==> src/rtl/projectile_pkg.sv <==
// Purpose: shared types, playfield constants and the bound test for the
//          projectile pool.
// Contents: slot_state_t, vel_t (signed 8b), pos_ext_t (signed 12b),
//           geometry localparams, out_of_bounds().
package projectile_pkg;

  typedef enum logic [0:0] {IDLE = 1'b0, FLIGHT = 1'b1} slot_state_t;

  typedef logic signed [7:0]  vel_t;
  typedef logic signed [11:0] pos_ext_t;

  localparam int unsigned POS_W = 10;
  localparam int unsigned AGE_W = 8;

  localparam int VX_BASE = 7;
  localparam int GRAVITY = 1;
  localparam int VY_MAX  = 15;
  localparam int OFF_X   = 35;
  localparam int OFF_Y   = 15;
  localparam int SIZE    = 3;
  localparam int X_MIN   = 0;
  localparam int X_MAX   = 639;
  localparam int Y_MIN   = 0;
  localparam int Y_MAX   = 479;

  // True when a bullet centred at (nx, ny) touches or crosses any playfield edge.
  function automatic logic out_of_bounds(input pos_ext_t nx, input pos_ext_t ny);
    return (nx - pos_ext_t'(SIZE) <= pos_ext_t'(X_MIN)) ||
           (nx + pos_ext_t'(SIZE) >= pos_ext_t'(X_MAX)) ||
           (ny - pos_ext_t'(SIZE) <= pos_ext_t'(Y_MIN)) ||
           (ny + pos_ext_t'(SIZE) >= pos_ext_t'(Y_MAX));
  endfunction

endpackage

==> src/rtl/projectile_pool_if.sv <==
// Purpose: bundle between tank controller / renderer (master) and the
//          projectile pool (slave).
// Signals: clear, fire, tank_x/y, dir, power, vy_init toward the pool;
//          bullet_x/y (packed, 10b per slot), active, fire_ack, fire_drop,
//          expire_pulse from the pool.
interface projectile_pool_if #(parameter int unsigned N_SLOTS = 4);
  import projectile_pkg::*;

  logic                     clear;
  logic                     fire;
  logic [POS_W-1:0]         tank_x;
  logic [POS_W-1:0]         tank_y;
  logic                     dir;
  logic [1:0]               power;
  vel_t                     vy_init;
  logic [POS_W*N_SLOTS-1:0] bullet_x;
  logic [POS_W*N_SLOTS-1:0] bullet_y;
  logic [N_SLOTS-1:0]       active;
  logic                     fire_ack;
  logic                     fire_drop;
  logic [N_SLOTS-1:0]       expire_pulse;

  modport master (
    output clear, fire, tank_x, tank_y, dir, power, vy_init,
    input  bullet_x, bullet_y, active, fire_ack, fire_drop, expire_pulse
  );

  modport slave (
    input  clear, fire, tank_x, tank_y, dir, power, vy_init,
    output bullet_x, bullet_y, active, fire_ack, fire_drop, expire_pulse
  );

endinterface

==> src/rtl/projectile_slot.sv <==
// Purpose: one bullet: IDLE/FLIGHT state, kinematics, gravity with vy
//          saturation, lifetime counter and kill test.
// Ports: clk, rst_n, clear_i, launch_i + launch_{x,y,vx,vy}_i in;
//        active_o, x_o, y_o, expire_o (all registered) out.
module projectile_slot
  import projectile_pkg::*;
#(
  parameter int unsigned LIFETIME = 255
) (
  input  logic             clk,
  input  logic             rst_n,
  input  logic             clear_i,
  input  logic             launch_i,
  input  logic [POS_W-1:0] launch_x_i,
  input  logic [POS_W-1:0] launch_y_i,
  input  vel_t             launch_vx_i,
  input  vel_t             launch_vy_i,
  output logic             active_o,
  output logic [POS_W-1:0] x_o,
  output logic [POS_W-1:0] y_o,
  output logic             expire_o
);

  localparam logic [0:0] ST_IDLE   = IDLE;
  localparam logic [0:0] ST_FLIGHT = FLIGHT;

  logic [0:0]       state_q, state_d;
  logic [POS_W-1:0] x_q, x_d, y_q, y_d;
  vel_t             vx_q, vx_d, vy_q, vy_d;
  logic [AGE_W-1:0] age_q, age_d;
  logic             expire_q, expire_d;

  pos_ext_t          nx_c, ny_c;
  logic signed [8:0] vy_inc_c;
  vel_t              vy_sat_c;
  logic [AGE_W-1:0]  age_inc_c;
  logic              kill_c;

  // State register
  always_ff @(posedge clk or negedge rst_n) begin
    if (!rst_n) begin
      state_q  <= ST_IDLE;
      x_q      <= '0;
      y_q      <= '0;
      vx_q     <= '0;
      vy_q     <= '0;
      age_q    <= '0;
      expire_q <= 1'b0;
    end else begin
      state_q  <= state_d;
      x_q      <= x_d;
      y_q      <= y_d;
      vx_q     <= vx_d;
      vy_q     <= vy_d;
      age_q    <= age_d;
      expire_q <= expire_d;
    end
  end

  // Next state: clear beats launch beats flight step
  always_comb begin
    state_d  = state_q;
    x_d      = x_q;
    y_d      = y_q;
    vx_d     = vx_q;
    vy_d     = vy_q;
    age_d    = age_q;
    expire_d = 1'b0;

    // 12-bit signed so a step past 0 or 1023 is still caught by the bound test
    nx_c      = pos_ext_t'({2'b00, x_q}) + pos_ext_t'(vx_q);
    ny_c      = pos_ext_t'({2'b00, y_q}) + pos_ext_t'(vy_q);
    vy_inc_c  = 9'(vy_q) + 9'(GRAVITY);
    vy_sat_c  = (vy_inc_c > 9'(VY_MAX)) ? vel_t'(VY_MAX) : vel_t'(vy_inc_c);
    age_inc_c = age_q + AGE_W'(1);
    kill_c    = out_of_bounds(nx_c, ny_c) || (age_inc_c == AGE_W'(LIFETIME));

    if (clear_i) begin
      state_d = ST_IDLE;
    end else if (launch_i) begin
      state_d = ST_FLIGHT;
      x_d     = launch_x_i;
      y_d     = launch_y_i;
      vx_d    = launch_vx_i;
      vy_d    = launch_vy_i;
      age_d   = '0;
    end else if (state_q == ST_FLIGHT) begin
      if (kill_c) begin
        // Position holds at the last in-bound value
        state_d  = ST_IDLE;
        expire_d = 1'b1;
      end else begin
        x_d   = nx_c[POS_W-1:0];
        y_d   = ny_c[POS_W-1:0];
        vy_d  = vy_sat_c;
        age_d = age_inc_c;
      end
    end
  end

  assign active_o = (state_q == ST_FLIGHT);
  assign x_o      = x_q;
  assign y_o      = y_q;
  assign expire_o = expire_q;

endmodule

==> src/rtl/projectile_pool.sv <==
// Purpose: N-slot projectile engine: fire edge detect, cooldown, lowest-index
//          idle-slot allocation, slot array and output packing.
// Ports: frame_clk, Reset_n (async, active-low), bus (projectile_pool_if.slave).
module projectile_pool
  import projectile_pkg::*;
#(
  parameter int unsigned N_SLOTS  = 4,
  parameter int unsigned LIFETIME = 255,
  parameter int unsigned COOLDOWN = 8
) (
  input  logic                 frame_clk,
  input  logic                 Reset_n,
  projectile_pool_if.slave     bus
);

  localparam int unsigned CD_W = $clog2(COOLDOWN + 2);

  logic             fire_q;
  logic [CD_W-1:0]  cd_q, cd_d;
  logic             ack_q, drop_q;

  logic             fire_e_c, accept_c, launch_c, drop_c, found_c;
  logic [N_SLOTS-1:0] sel_c;
  logic [N_SLOTS-1:0] slot_active, slot_expire;
  logic [POS_W-1:0] slot_x [N_SLOTS];
  logic [POS_W-1:0] slot_y [N_SLOTS];
  logic [POS_W-1:0] launch_x_c, launch_y_c;
  vel_t             speed_c, launch_vx_c;

  // Edge detector, cooldown and handshake pulses
  always_ff @(posedge frame_clk or negedge Reset_n) begin
    if (!Reset_n) begin
      fire_q <= 1'b0;
      cd_q   <= '0;
      ack_q  <= 1'b0;
      drop_q <= 1'b0;
    end else begin
      fire_q <= bus.fire;
      cd_q   <= cd_d;
      ack_q  <= launch_c;
      drop_q <= drop_c;
    end
  end

  // Accept decision, priority allocator and cooldown next value
  always_comb begin
    fire_e_c = bus.fire & ~fire_q;
    accept_c = fire_e_c & (cd_q == '0) & ~bus.clear;
    launch_c = accept_c & ~(&slot_active);
    drop_c   = accept_c & (&slot_active);

    sel_c   = '0;
    found_c = 1'b0;
    for (int k = 0; k < N_SLOTS; k++) begin
      if (!found_c && !slot_active[k]) begin
        sel_c[k] = 1'b1;
        found_c  = 1'b1;
      end
    end

    cd_d = cd_q;
    if (bus.clear)          cd_d = '0;
    else if (launch_c)      cd_d = CD_W'(COOLDOWN);
    else if (cd_q != '0)    cd_d = cd_q - CD_W'(1);
  end

  // Launch parameters sampled from the tank at fire time
  always_comb begin
    launch_x_c  = bus.tank_x + POS_W'(OFF_X);
    launch_y_c  = bus.tank_y + POS_W'(OFF_Y);
    speed_c     = vel_t'(VX_BASE) + vel_t'({bus.power, 1'b0});
    launch_vx_c = bus.dir ? speed_c : -speed_c;
  end

  for (genvar k = 0; k < N_SLOTS; k++) begin : g_slot
    projectile_slot #(.LIFETIME(LIFETIME)) u_slot (
      .clk         (frame_clk),
      .rst_n       (Reset_n),
      .clear_i     (bus.clear),
      .launch_i    (launch_c & sel_c[k]),
      .launch_x_i  (launch_x_c),
      .launch_y_i  (launch_y_c),
      .launch_vx_i (launch_vx_c),
      .launch_vy_i (bus.vy_init),
      .active_o    (slot_active[k]),
      .x_o         (slot_x[k]),
      .y_o         (slot_y[k]),
      .expire_o    (slot_expire[k])
    );
    assign bus.bullet_x[POS_W*k +: POS_W] = slot_x[k];
    assign bus.bullet_y[POS_W*k +: POS_W] = slot_y[k];
  end

  assign bus.active       = slot_active;
  assign bus.expire_pulse = slot_expire;
  assign bus.fire_ack     = ack_q;
  assign bus.fire_drop    = drop_q;

endmodule

==> src/flat_wrapper.sv <==
// flat-port wrapper written by rule: the top's interface ports become plain ports
module projectile_pool_flat import projectile_pkg::*;
#(
  parameter int unsigned N_SLOTS  = 4,
  parameter int unsigned LIFETIME = 255,
  parameter int unsigned COOLDOWN = 8
)
  (frame_clk, Reset_n, bus_clear, bus_fire, bus_tank_x, bus_tank_y, bus_dir, bus_power, bus_vy_init, bus_bullet_x, bus_bullet_y, bus_active, bus_fire_ack, bus_fire_drop, bus_expire_pulse);
  projectile_pool_if #(.N_SLOTS(N_SLOTS)) bus_i ();
  input  logic frame_clk;
  input  logic Reset_n;
  input wire logic [$bits(bus_i.clear)-1:0] bus_clear;
  input wire logic [$bits(bus_i.fire)-1:0] bus_fire;
  input wire logic [$bits(bus_i.tank_x)-1:0] bus_tank_x;
  input wire logic [$bits(bus_i.tank_y)-1:0] bus_tank_y;
  input wire logic [$bits(bus_i.dir)-1:0] bus_dir;
  input wire logic [$bits(bus_i.power)-1:0] bus_power;
  input wire logic [$bits(bus_i.vy_init)-1:0] bus_vy_init;
  output wire logic [$bits(bus_i.bullet_x)-1:0] bus_bullet_x;
  output wire logic [$bits(bus_i.bullet_y)-1:0] bus_bullet_y;
  output wire logic [$bits(bus_i.active)-1:0] bus_active;
  output wire logic [$bits(bus_i.fire_ack)-1:0] bus_fire_ack;
  output wire logic [$bits(bus_i.fire_drop)-1:0] bus_fire_drop;
  output wire logic [$bits(bus_i.expire_pulse)-1:0] bus_expire_pulse;
  assign bus_i.clear = bus_clear;
  assign bus_i.fire = bus_fire;
  assign bus_i.tank_x = bus_tank_x;
  assign bus_i.tank_y = bus_tank_y;
  assign bus_i.dir = bus_dir;
  assign bus_i.power = bus_power;
  assign bus_i.vy_init = bus_vy_init;
  assign bus_bullet_x = bus_i.bullet_x;
  assign bus_bullet_y = bus_i.bullet_y;
  assign bus_active = bus_i.active;
  assign bus_fire_ack = bus_i.fire_ack;
  assign bus_fire_drop = bus_i.fire_drop;
  assign bus_expire_pulse = bus_i.expire_pulse;
  projectile_pool #(.N_SLOTS(N_SLOTS), .LIFETIME(LIFETIME), .COOLDOWN(COOLDOWN)) u_core (.frame_clk(frame_clk), .Reset_n(Reset_n), .bus(bus_i));
endmodule
==> config.mk <==
export PLATFORM = sky130hd
export DESIGN_NAME = projectile_pool_flat
export DESIGN_NICKNAME = d
export VERILOG_FILES = /design/src/rtl/projectile_pkg.sv /design/src/rtl/projectile_pool_if.sv /design/src/rtl/projectile_slot.sv /design/src/rtl/projectile_pool.sv /design/src/flat_wrapper.sv
export SDC_FILE = /design/constraint.sdc
export NUM_CORES = 1
export LEC_CHECK = 0
export CAP_MARGIN = 20
export CORE_ASPECT_RATIO = 1.2
export CORE_MARGIN = 1
export CORE_UTILIZATION = 52
export DETAILED_ROUTE_END_ITERATION = 6
export PLACE_DENSITY = 0.73
export SLEW_MARGIN = 0
export SYNTH_ARGS = -nofsm -noshare
export SYNTH_HDL_FRONTEND = slang
export SYNTH_SLANG_ARGS = --single-unit
==> constraint.sdc <==
create_clock -name frame_clk -period 4.64 [get_ports frame_clk]
set_input_delay 0.696 -clock frame_clk [delete_from_list [all_inputs] [get_ports frame_clk]]
set_output_delay 0.696 -clock frame_clk [all_outputs]
set_load 0.02 [all_outputs]
# ---- After elaboration in Yosys (flattened, before gate mapping)
# Index checks and enable logic that the tools add are counted.
dict set report totals {
  regBits 191
  out_inout_bits 90
}
dict set report op_classes {
  muxes 94
  bitwise 12
  reduce_logical 40
  order_cmp 20
  n_eq_ne 8
  add_sub_neg 37
}
# cell count
set op_table {}
lappend op_table {{10-bit two-way mux} 24}
lappend op_table {{8-bit two-way mux} 29}
lappend op_table {{11-bit by 8-bit adder with 12-bit output} 8}
lappend op_table {{12-bit by 3-bit adder with 12-bit output, second input constant} 8}
lappend op_table {{12-bit by 1-bit <= comparator with 1-bit output, second input constant} 8}
lappend op_table {{12-bit by 3-bit subtractor with 12-bit output, second input constant} 8}
lappend op_table {{12-bit by 10-bit >= comparator with 1-bit output, second input constant} 4}
lappend op_table {{12-bit by 11-bit >= comparator with 1-bit output, second input constant} 4}
lappend op_table {{1-bit two-way mux} 38}
lappend op_table {{8-bit by 2-bit adder with 9-bit output, second input constant} 4}
lappend op_table {{9-bit by 5-bit > comparator with 1-bit output, second input constant} 4}
lappend op_table {{8-bit by 1-bit adder with 8-bit output, second input constant} 4}
lappend op_table {{8-bit equality test, second input constant} 4}
lappend op_table {{1-bit logical OR} 16}
lappend op_table {{4-bit two-way mux} 3}
lappend op_table {{3-bit AND reduction} 4}
lappend op_table {{10-bit by 4-bit adder with 10-bit output, second input constant} 1}
lappend op_table {{10-bit by 6-bit adder with 10-bit output, second input constant} 1}
lappend op_table {{1-bit AND} 9}
lappend op_table {{2-bit != test, second input constant} 4}
lappend op_table {{8-bit negation} 1}
lappend op_table {{2-bit AND reduction} 4}
lappend op_table {{2-bit nonzero test} 4}
lappend op_table {{1-bit logical NOT} 5}
lappend op_table {{8 further kinds} 12}

# ---- Depth between registers and ports, before layout
dict set report logic_depth {
  depth_word 12
  depth_mapped 16
  depth_no_buf 14
}

# ---- Modules after synthesis
# From an unflattened synthesis, not the netlist that was laid out.
dict set report unflattened {
  cells_unflattened 1941
  hier_area_um2 17131.4
}
# mod n_inst area_each_um2 cells_per_inst seq_area_each_um2
set modules_own_cells {}
lappend modules_own_cells {{projectile_slot at u_core.g_slot[0].u_slot ...} 3 4145.2 464 1151.1}
lappend modules_own_cells {{projectile_slot at u_core.g_slot[1].u_slot} 1 3987.6 462 1151.1}
lappend modules_own_cells {projectile_pool 1 708.2 87 175.2}

# ---- Worst setup path before layout
# No wires, ideal clock.
dict set report synth_timing {
  path_kind {flip-flop to flip-flop}
  start {register u_core.g_slot[1].u_slot.y_q[0]}
  end {register u_core.g_slot[1].u_slot.vy_q[4]}
  path_stages_with_launch 14
  slack_ns 0.668
  period_less_slack_ns 3.972
  arrival_ns 3.890
  path_cell_list {dfrtp_1 -> ha_1 -> fa_1 -> a21o_1 -> a221oi_4 -> o31ai_2 -> a211o_1 -> a211o_1 -> a2111oi_2 -> a311oi_1 -> or3_1 -> buf_2 -> or4b_1 -> a31oi_1}
}
dict set report synth_between {
  elab_chain_cells 8
  elab_cells_between_ends 10
  classes_between {3 x add/sub; 2 x order compare; 1 x eq/ne; 4 x reduce/logical}
}
# item line
set synth_rtl {}
lappend synth_rtl {{from (decl)} projectile_slot.sv:28} ;# logic [POS_W-1:0] x_q, x_d, y_q, y_d;
lappend synth_rtl {{from (signal assigned)} projectile_slot.sv:52} ;# y_q <= y_d;
lappend synth_rtl {{11-bit by 8-bit adder with 12-bit output *} projectile_slot.sv:72} ;# ny_c = pos_ext_t'({2'b00, y_q}) + pos_ext_t'(vy_q);
lappend synth_rtl {{12-bit by 3-bit subtractor with 12-bit output} projectile_pkg.sv:30} ;# (ny - pos_ext_t'(SIZE) <= pos_ext_t'(Y_MIN)) ||
lappend synth_rtl {{12-bit by 1-bit <= comparator with 1-bit output} projectile_pkg.sv:30}
lappend synth_rtl {{1-bit logical OR} projectile_pkg.sv:29} ;# (nx + pos_ext_t'(SIZE) >= pos_ext_t'(X_MAX)) ||
lappend synth_rtl {{1-bit logical OR *} projectile_pkg.sv:30}
lappend synth_rtl {{1-bit logical OR *} projectile_slot.sv:76} ;# kill_c = out_of_bounds(nx_c, ny_c) || (age_inc_c == AGE_W'(LIFETIME));
lappend synth_rtl {{2-bit != test (no line) *} -}
lappend synth_rtl {{3-bit AND reduction (no line) *} -}
lappend synth_rtl {{to (signal assigned)} projectile_slot.sv:54} ;# vy_q <= vy_d;
lappend synth_rtl {{to (decl)} projectile_slot.sv:29} ;# vel_t vx_q, vx_d, vy_q, vy_d;
# Every way passes the cells marked *; elsewhere a longest branch is shown, timed or not.
# A chain may end at the register's enable or synchronous reset.

# ---- Worst setup path after layout
dict set report layout_timing {
  start {register u_core.g_slot[1].u_slot.vy_q[0]}
  end {register u_core.g_slot[1].u_slot.x_q[6]}
}
dict set report layout_between {
  elab_chain_cells 8
  elab_cells_between_ends 10
  classes_between {3 x add/sub; 2 x order compare; 1 x eq/ne; 4 x reduce/logical}
}
# item line
set layout_rtl {}
lappend layout_rtl {{11-bit by 8-bit adder with 12-bit output *} projectile_slot.sv:72}
lappend layout_rtl {{12-bit by 3-bit subtractor with 12-bit output} projectile_pkg.sv:30}
lappend layout_rtl {{12-bit by 1-bit <= comparator with 1-bit output} projectile_pkg.sv:30}
lappend layout_rtl {{1-bit logical OR} projectile_pkg.sv:29}
lappend layout_rtl {{1-bit logical OR *} projectile_pkg.sv:30}
lappend layout_rtl {{1-bit logical OR *} projectile_slot.sv:76}
lappend layout_rtl {{2-bit != test (no line) *} -}
lappend layout_rtl {{3-bit AND reduction (no line) *} -}
lappend layout_rtl {{to (signal assigned)} projectile_slot.sv:43} ;# x_q <= '0;
lappend layout_rtl {{to (signal assigned)} projectile_slot.sv:51} ;# x_q <= x_d;
lappend layout_rtl {{to (decl)} projectile_slot.sv:28}
# Marks and branches as above.

==> results.ini <==
[status]
status=completed

[pwr]
ir_drop_mv=0.324
p_leak_uw=0.00763
power.density_mw_per_mm2=442
power_uw=7620

[detailed_routing]
wire_per_inst_microns=19.9
first_pass_iters=5
via_count=14335
drcViolationCount=0
topRoutingLayerUsed=met5
drt_iter0_drc=1065
detail-route-antenna-nets=0
drt_wl_total_microns=45100
via_per_inst=6.32
route.met2.wl_microns=21300
met1_length_microns=19400
met3WireLength_microns=2850

[critical_path]
endpoint_kind=register
r2r-start=u_core.g_slot[1].u_slot.vy_q[0]
critPathLaunch=u_core.g_slot[1].u_slot.vy_q[0]
cp_max_fo=30
critical_path_required_ns=4.97
cp.arrival_ns=4.63
crit_type=register to register
critPathLaunchType=register

[timing]
maxSlewHeadroom=0.152
fin_skew_ns=0.00980
worstMarginPinSlew_ns=1.27
clock.fmax_mhz=232
setup_viol=0
grt_setup_unrepaired=no
fin_tns_setup_ns=0
setup_slack_ns=0.336
hold_viol_final=0
min_period_ns=4.30
finalCritPeriodShare=0.928
slew_violations=0

[die]
die_h_microns=188
dieArea_sq_mm=0.0294
ios=125
initial_core_util=0.532
rows=67
die_x_microns=157
coreArea_sq_mm=0.0281

[yosys]
avgSynthCellArea_sq_um=8.37
synthAdderAreaFrac=0.102
synth_compound_gate_area_share=0.247
synth_area_sq_mm=0.0149
ys_seq_area_frac=0.300
yosys.area_share.simple=0.216
yosys_warnings=0
yosys_most_used_dff=dfrtp_1
synth-seq-cells=179
synthXorXnorAreaFrac=0.0527
async_reset_ff_frac=1.00
synth_top_family_by_area=compound AO/OA/AOI/OAI gates
netlist_instances=1785
synth_edf_count=0
synth_cell_types=87
muxShareOfSynthArea=0.0365
syn-num-nets=1936

[finish]
final_nets=2028
design_area_sq_mm=0.0172
area_growth_pct=15.4
diodes=0
fin_cells=2269
drive_above_1_share=0.0556

[place]
post-dp-hpwl_microns=33400
portBuffers=124
post_dp_cell_area_sq_mm=0.0166
place_inst=2237
preCtsSetupSlack_ns=0.244
gp_congestion=0.963

[clock_network]
ctsResizeCount=0
numCtsBuffers=17
post-cts-setup-buffers=0
clk_latency_ns=0.44
root_buffer=clkbuf_16
clkTransAtPathRegs_ns=0.07
clk_path_buf_depth=2
cts_max_level=4
hold_buffers=0
cts_tree=built
clkSinkCount=179

[grt]
grt_pass1_wl_microns=72000
grt_remaining_overflow=0
grt_use_total=0.313
first_global_vias=13529
grt_start_max_net_pins=111
antenna_found_initial=1

[hold_path]
min_path_type=input pin to async pin

[job]
max_cap_viol_count=0

cells by family (layout without fill, tap and decap cells):
| group | count (synthesis) | count (layout) |
|---|---|---|
| xor+xnor | 90 | 90 |
| compound gates | 525 | 525 |
| flops | 179 | 179 |
| fa+ha+maj | 117 | 117 |
| mux | 54 | 54 |
| buf+inv | 172 | 277 |
| simple gates | 648 | 648 |
flip-flops by register name, indices dropped and copies added (netlist names), 4 cells and up:
name / cells
u_core.cd_q: 4
u_core.g_slot.u_slot.active_o: 4
u_core.g_slot.u_slot.age_q: 32
u_core.g_slot.u_slot.expire_o: 4
u_core.g_slot.u_slot.vx_q: 20
u_core.g_slot.u_slot.vy_q: 32
u_core.g_slot.u_slot.x_o: 40
u_core.g_slot.u_slot.y_o: 40
power by group:
group	internal (uW)	switching, uW
Clock	834	681
Combinational	1650	2330
Sequential	1800	325
through the flow:
step | utilization | hold slack (ns)
after CTS | 0.614 | 0.449
after global routing | 0.614 | 0.483
after floorplan | - | 0.400
after detailed placement | 0.592 | 0.461
final | 0.614 | 0.381
after global placement | 0.592 | 0.456
area by class of cell:
class	count	area, sq um
multi-input cells	1434	9830
fillers	2490	10800
clock inverters	12	144
clock buffers	20	457
repair buffers	159	1550
well taps	379	474
flip-flops and latches	179	4480
inverters	86	323
worst paths after layout:
kind | to | slack [ns] | cells after the start
setup reg to reg | u_core.g_slot[1].u_slot.x_o[6] | 0.34 | 13
setup / recovery | u_core.g_slot[1].u_slot.x_o[6] | 0.34 | 13
min in group frame_clk | u_core.g_slot[0].u_slot.vx_q[0] | 0.48 | 1
hold / removal | u_core.g_slot[2].u_slot.x_o[8] | 0.38 | 1
hold reg to reg | u_core.g_slot[0].u_slot.vx_q[0] | 0.48 | 1
max in group asynchronous | u_core.g_slot[0].u_slot.y_o[4] | 3.32 | 2
critical path, stage by stage, from the launching register on:
cell,delay (ns)
dfrtp_1,0.43
ha_1,0.23
fa_1,0.41
a21o_1,0.21
a221oi_4,0.42
nor3_1,0.11
a311oi_2,0.38
nand4_1,0.20
o41a_1,0.17
a311oi_1,0.54
or3_4,0.34
buf_4,0.37
nor3_1,0.09
a311o_1,0.29
cells in the final DEF (no fill, tap or decap), drive strengths merged, types with 32 or more instances in the layout:
cell type      netlist  layout
clkdlybuf4s50        0     123
mux2i               50      50
and3                34      34
ha                 108     108
nand2b              33      33
buf                 23      35
o211ai              44      44
nor3                62      62
dfrtp              179     179
a211oi              32      32
nor2               147     147
a21oi               81      81
xnor2               61      61
nand3               75      75
nand2              158     158
o21ai              106     106
inv                 86      91
Yosys cell counts, drive strengths merged, types with 11 or more instances:
cell type / count / share of area
a31oi: 23 / 0.0096
nand3: 75 / 0.025
o21bai: 11 / 0.0055
a21oi: 81 / 0.027
a21o: 31 / 0.016
a211o: 17 / 0.010
nand2: 158 / 0.040
inv: 86 / 0.022
mux2i: 50 / 0.033
or2: 12 / 0.0050
o221ai: 19 / 0.011
o22ai: 16 / 0.0067
xor2: 29 / 0.017
nand2b: 33 / 0.014
ha: 108 / 0.090
nor3: 62 / 0.021
a211oi: 32 / 0.016
clkbuf: 63 / 0.016
and3: 34 / 0.014
nor2: 147 / 0.037
nor2b: 16 / 0.0067
a311o: 11 / 0.0074
o31ai: 15 / 0.0079
nand4: 19 / 0.0080
xnor2: 61 / 0.036
o211ai: 44 / 0.022
nor4: 13 / 0.0054
or3: 19 / 0.0080
o21a: 15 / 0.0075
buf: 23 / 0.0084
dfrtp: 179 / 0.30
o21ai: 106 / 0.035
per-layer routing:
layer  vias to the layer above  global-route usage
li1                       6833                   -
met1                      6941               0.419
met2                       460               0.515
met3                        99              0.0416
met4                         2               0.112
met5                         -                   0
Power figures use the tool's default switching activity.
